**src/rtl/pipeline_pkg.sv**
```systemverilog
// pipeline_pkg: shared stall encodings, interlock FSM states and default counter width.
//   STALL_NONE/MEM/EXE : hazard checker stall request encodings (value = bubbles)
//   state_t            : interlock controller states
//   CNT_W              : default width of stall request and bubble counter
package pipeline_pkg;
    localparam int CNT_W = 2;
    localparam logic [1:0] STALL_NONE = 2'd0;
    localparam logic [1:0] STALL_MEM  = 2'd1;
    localparam logic [1:0] STALL_EXE  = 2'd2;
    typedef enum logic {STALL_IDLE, STALL_BUSY} state_t;
endpackage

```
**src/rtl/stall_ctrl.sv**
```systemverilog
// stall_ctrl: pipeline interlock; turns a sampled stall request into a multi-cycle
// PC/IF-ID hold with ID/EXE bubbles, preempted by branch redirect flushes.
//   clk, resetn        : clock, synchronous active-low reset
//   is_stall           : bubbles requested by the hazard checker (0 = none)
//   id_valid           : ID stage holds a valid instruction
//   br_flush           : taken branch in EXE, kill IF and ID
//   pc_we, ifid_we     : PC and IF/ID write enables
//   ifid_flush         : clear IF/ID valid
//   idexe_bubble       : load a NOP into ID/EXE
//   stalling           : controller is in the STALL state
//   perf_stall_cycles, perf_flush_cnt : optional counters, present when
//                        STALL_CTRL_PERF_EN is defined
module stall_ctrl #(
    parameter int CNT_W = pipeline_pkg::CNT_W
`ifdef STALL_CTRL_PERF_EN
    , parameter int PERF_W = 32
`endif
) (
    input  logic             clk,
    input  logic             resetn,
    input  logic [CNT_W-1:0] is_stall,
    input  logic             id_valid,
    input  logic             br_flush,
    output logic             pc_we,
    output logic             ifid_we,
    output logic             ifid_flush,
    output logic             idexe_bubble,
    output logic             stalling
`ifdef STALL_CTRL_PERF_EN
    , output logic [PERF_W-1:0] perf_stall_cycles
    , output logic [PERF_W-1:0] perf_flush_cnt
`endif
);
    import pipeline_pkg::*;

    state_t           state, state_n;
    logic [CNT_W-1:0] cnt, cnt_n;
    logic             flush, req, busy, hold;

    // While resetn is low the outputs behave as IDLE with no request or flush.
    always_comb begin
        flush        = resetn & br_flush;
        req          = resetn & (state == STALL_IDLE) & id_valid & (is_stall != CNT_W'(STALL_NONE)) & ~br_flush;
        busy         = resetn & (state == STALL_BUSY) & (cnt != '0) & ~br_flush;
        hold         = req | busy;
        pc_we        = ~hold;
        ifid_we      = ~hold;
        ifid_flush   = flush;
        idexe_bubble = hold | flush;
        stalling     = resetn & (state == STALL_BUSY);
        state_n      = STALL_IDLE;
        cnt_n        = '0;
        // The first bubble is issued from IDLE, so cnt holds the bubbles still owed.
        if (req) begin
            cnt_n   = is_stall - CNT_W'(1);
            state_n = (is_stall > CNT_W'(STALL_MEM)) ? STALL_BUSY : STALL_IDLE;
        end else if (busy) begin
            cnt_n   = cnt - CNT_W'(1);
            state_n = (cnt == CNT_W'(1)) ? STALL_IDLE : STALL_BUSY;
        end
    end

    always_ff @(posedge clk) begin
        if (!resetn) begin
            state <= STALL_IDLE;
            cnt   <= '0;
        end else begin
            state <= state_n;
            cnt   <= cnt_n;
        end
    end

`ifdef STALL_CTRL_PERF_EN
    always_ff @(posedge clk) begin
        if (!resetn) begin
            perf_stall_cycles <= '0;
            perf_flush_cnt    <= '0;
        end else begin
            perf_stall_cycles <= perf_stall_cycles + PERF_W'(hold);
            perf_flush_cnt    <= perf_flush_cnt + PERF_W'(br_flush);
        end
    end
`endif
endmodule

```
**config.mk**
```make
export PLATFORM = sky130hd
export DESIGN_NAME = stall_ctrl
export DESIGN_NICKNAME = d
export VERILOG_FILES = /design/src/rtl/pipeline_pkg.sv /design/src/rtl/stall_ctrl.sv
export SDC_FILE = /design/constraint.sdc
export NUM_CORES = 1
export LEC_CHECK = 0
export CAP_MARGIN = 15
export CORE_AREA = 2 2 39 41
export DETAILED_ROUTE_END_ITERATION = 16
export DIE_AREA = 0 0 41 43
export SETUP_SLACK_MARGIN = 0.15
export SLEW_MARGIN = 10
export SYNTH_ARGS = -nofsm -noshare
export SYNTH_HDL_FRONTEND = slang
export SYNTH_SLANG_ARGS = --single-unit
export TNS_END_PERCENT = 10
```
**constraint.sdc**
```tcl
create_clock -name clk -period 3.31 [get_ports clk]
set_clock_uncertainty 0.05 [all_clocks]
set_input_delay 0.993 -clock clk [delete_from_list [all_inputs] [get_ports clk]]
set_output_delay 0.993 -clock clk [all_outputs]
set_load 0.1 [all_outputs]
```
**After elaboration in Yosys (flattened, before gate mapping)**

Cells that the tools add are included.

- Register bits after elaboration: 3
- Input port bits: 6
- Output and inout port bits: 5
- Logic and storage cells: 27

- Add/sub/neg operators: 2
- $lt $le $gt $ge: 1
- Equal/unequal tests: 1
- Mux-type cells: 6
- Bitwise operators: 13
- Reductions and logical operators: 2

Operator list:

| kind | count |
|---|---|
| bitwise AND 1 bit | 8 |
| two-way mux 1 bit | 4 |
| two-way mux 2 bit | 2 |
| nonzero test 2 bit | 2 |
| subtractor 2 x 1 -> 2 bit (second input constant) | 2 |
| inverter 1 bit | 3 |
| == test 2 x 1 -> 1 bit (second input constant) | 1 |
| greater-than comparator 2 x 1 -> 1 bit (second input constant) | 1 |
| OR 1 bit | 2 |

**Logic depth before layout (Yosys ltp)**

- Word-level depth: 7
- Gate-level depth with buffers: 5
- Mapped depth without buffers: 4

**Worst setup path after synthesis**

No wires, ideal clock.

- Path kind: input-to-output
- Start: in is_stall[0]
- End: out idexe_bubble
- Arrival: 3.265 ns
- Data required time: 2.267 ns
- Setup slack: -0.998 ns
- Stages on the path: 4
- Path buffers: 0
- Path through: inv_1 ha_1 or4bb_1 o211ai_1

- Word-level cells in the longest chain between the ends: 5

RTL lines:

| item | RTL line | source |
|---|---|---|
| start, declared | stall_ctrl.sv:21 | `input logic [CNT_W-1:0] is_stall,` |
| nonzero test 2 bit | stall_ctrl.sv:43 | `req = resetn & (state == STALL_IDLE) & id_valid & (is_stall != CNT_W'(STALL_NONE)) & ~br_flush;` |
| bitwise AND 1 bit (2 in series) | stall_ctrl.sv:43 |  |
| OR 1 bit | stall_ctrl.sv:45 | `hold = req \| busy;` |
| OR 1 bit | stall_ctrl.sv:49 | `idexe_bubble = hold \| flush;` |
| end, declared | stall_ctrl.sv:27 | `output logic idexe_bubble,` |

Every way passes these cells.

**Worst setup path in the final report**

- Start: in is_stall[1]
- End: out idexe_bubble

The elaborated chain is that of the path after synthesis.

==> results.sh <==
export IMPL_result_of_the_run="finished, violations left"
export IMPL_failed_checks="setup timing"
export IMPL_mappedNetlistArea_um2=224
export IMPL_route_vias_total=242
export IMPL_path_class="in -> out"
export IMPL_vdd_ir_drop_max_mv=0.165
export IMPL_grt_overflow_total=0
export IMPL_design_final_nets=55
export IMPL_first_global_vias=248
export IMPL_mappedNetlistNets=33
export IMPL_synth_cells=23
export IMPL_first_iter_violations=0
export IMPL_fp_dieH_um=43
export IMPL_least_setup_slack_across_all_paths_after_layout_ns=-0.107
export IMPL_worst_r2r_setup_slack_ns=2.06
export IMPL_htreeDepth=1
export IMPL_row_count=14
export IMPL_placed_cell_area_um2=473
export IMPL_tritoncts="done"
export IMPL_timing_final_crit_period_ns=3.42
export IMPL_max_cap_violations=0
export IMPL_hold_class="reg -> reg"
export IMPL_layout_area_overhead_vs_synth_pct=125
export IMPL_synth_yosys_warnings=0
export IMPL_finalWeightedCongestion=0.625
export IMPL_clock_sink_count=3
export IMPL_synthDistinctLibCells=13
export IMPL_numPortBuffers=10
export IMPL_final_layout_size_suffix_gt1_share_pct=54.5
export IMPL_post_layout_nonfiller_instances=60
export IMPL_critPathMostFrequentCell="sky130_fd_sc_hd__buf_6"
export IMPL_core_area_um2=1380
export IMPL_worstSkewPairLatency_ns=0.23
export IMPL_reg2reg_depth=5
export IMPL_slew_viol_final=0
export IMPL_worstReg2RegStart="cnt[0]"
export IMPL_root_buffer="sky130_fd_sc_hd__clkbuf_4"
export IMPL_cp_slowest_stage_delay_ns=0.54
export IMPL_power_density_nw_per_um2=309
export IMPL_post_route_period_util_pct=103
export IMPL_layout_cells_most_common="sky130_fd_sc_hd__buf_4"
export IMPL_ant_nets=0
export IMPL_drt_total_wl_um=491
export IMPL_grt_start_max_net_pins=8
export IMPL_critical_path_arrival_ns=2.37
export IMPL_power_leakage_uw=0.000227
export IMPL_crit_buf_inv=4
export IMPL_fp_dieW_um=41
export IMPL_worst_slew_pin_slew_ns=0.274
export IMPL_crit_family="simple AND/OR/NAND/NOR gates"
export IMPL_syn_area_per_cell_um2=9.74
export IMPL_slowest_stage="sky130_fd_sc_hd__or4bb_4"
export IMPL_element_type_at_the_critical_path_end="output pin"
export IMPL_initial_utilization_pct=16.2
export IMPL_setup_violations_final=3
export IMPL_hold_viol=0
export IMPL_fill_cells=154
export IMPL_fmax_mhz=293
export IMPL_worst_ep_required_ns=2.27
export IMPL_fin_worst_hold_slack_ns=0.426
export IMPL_grt_usage_pct=7.42
export IMPL_antenna_found_initial=0
export IMPL_timing_max_slew_rel_slack_pct=81.7
export IMPL_place_inst=55
export IMPL_crit_path_max_fanout=3
export IMPL_clkTransAtPathRegs_ns=0.04
export IMPL_worstHoldPathCells=1
export IMPL_critical_r2r_capture="cnt[0]"
export IMPL_ioPinCount=11
export IMPL_cts_root_to_sink_buffers=2
export IMPL_min_delay_start="cnt[0]"
export IMPL_grt_first_pass_wirelength_um=883
export IMPL_grt_setup_unrepaired="true"
export IMPL_wl_per_cell_um=8.18
export IMPL_diodes=0
export IMPL_timing_critical_path_from="is_stall[1]"
export IMPL_number_of_clock_buffers_inserted_by_tritoncts=3
export IMPL_cp_cell_sequence="buf_6 -> buf_6 -> inv_12 -> ha_4 -> or4bb_4 -> o211ai_1 -> buf_12"
export IMPL_drtPass1Iterations=1
export IMPL_post_route_drc_count=0
export IMPL_routed_via_density=4.03
export IMPL_synth_yosys_seq_area_share_pct=26.8
export IMPL_die_ar_um2=1760
export IMPL_ys_ff_latch=3
export IMPL_place_hpwl_um=440
export IMPL_timing_hold_worst_endpoint="cnt[0]"
export IMPL_highest_count_cells_in_the_layout_ignoring_fill_and_taps="sky130_fd_sc_hd__buf_4 (7), sky130_fd_sc_hd__buf_12 (5)"
export IMPL_final_cell_area_um2=504
export IMPL_start_kind="input port"
export IMPL_cts_stage_hold_buffer_count=0
export IMPL_setup_tns_ns=-0.193
-- layer usage --
| metal | global-route usage [%] | vias up | routed length [um] |
|---|---|---|---|
| li1 | - | 125 | - |
| met2 | 11.6 | 3 | 263 |
| met3 | 3.14 | 0 | 17 |
| met4 | 4.00 | 0 | 0 |
| met1 | 8.01 | 114 | 210 |
| met5 | 0 | - | 0 |
-- sequential cells by signal (all words and copies together), names as in the netlist --
signal  count
cnt         2
state       1
-- timing repair --
action                     CTS  global route
buffers inserted             1             0
cloned                       0             0
setup endpoints to repair    3             3
resized for setup           14             0
pin swaps                    3             0
-- worst max-delay path by stage --
stage / slack (ns) / end / cells after the start
6_report: -0.11 / idexe_bubble / 7
5_1_grt: -0.14 / idexe_bubble / 7
4_1_cts: -0.12 / idexe_bubble / 7
3_5_place_dp: -0.55 / idexe_bubble / 7
3_3_place_gp: -0.55 / idexe_bubble / 7
2_1_floorplan: -0.92 / idexe_bubble / 4
-- Yosys cell counts --
library cell | instances | area share, %
sky130_fd_sc_hd__o32ai_2 | 1 | 7.3
sky130_fd_sc_hd__nand2_1 | 1 | 1.7
sky130_fd_sc_hd__nand4bb_1 | 1 | 5.0
sky130_fd_sc_hd__buf_4 | 1 | 3.4
sky130_fd_sc_hd__o21a_1 | 1 | 3.4
sky130_fd_sc_hd__ha_1 | 4 | 22
sky130_fd_sc_hd__and2_1 | 1 | 2.8
sky130_fd_sc_hd__o211ai_1 | 1 | 3.4
sky130_fd_sc_hd__o32ai_1 | 2 | 7.8
sky130_fd_sc_hd__nand2b_1 | 1 | 2.8
sky130_fd_sc_hd__inv_1 | 5 | 8.4
sky130_fd_sc_hd__dfxtp_1 | 3 | 27
sky130_fd_sc_hd__or4bb_1 | 1 | 5.0
-- report_power, final --
| part | leakage [uW] | switching [uW] | internal (uW) | total (uW) |
|---|---|---|---|---|
| logic | 0.000187 | 31.1 | 24.7 | 55.8 |
| registers | 0.0000243 | 0.787 | 37.3 | 38.1 |
| clock network | 0.0000150 | 17.1 | 45.1 | 62.1 |
-- cells by family after synthesis --
kind of cell | Yosys count | synth area share (%)
buffers and inverters | 6 | 11.7
AOI/OAI and AO/OA | 5 | 21.8
and+or+nand+nor | 5 | 17.3
DFF | 3 | 26.8
adders and majority gates | 4 | 22.3
-- stage by stage --
step	power (uW)	setup WS, ns	util [%]
finish	156	-0.107	36.4
global route	166	-0.142	36.4
CTS	160	-0.123	36.4
detailed placement	95.4	-0.546	34.2
global placement	94.7	-0.546	34.2
floorplan	68.3	-0.917	-
-- cell type report --
cell class | count | area, um2 | share of cell area [%]
clock buffers | 4 | 26.3 | 5.21
multi-input cells | 14 | 155 | 30.8
flip-flops and latches | 3 | 60.1 | 11.9
well taps | 16 | 20.0 | 3.97
repair buffers | 18 | 206 | 40.9
inverters | 5 | 36.3 | 7.20
(Power assumes the default switching activity.)
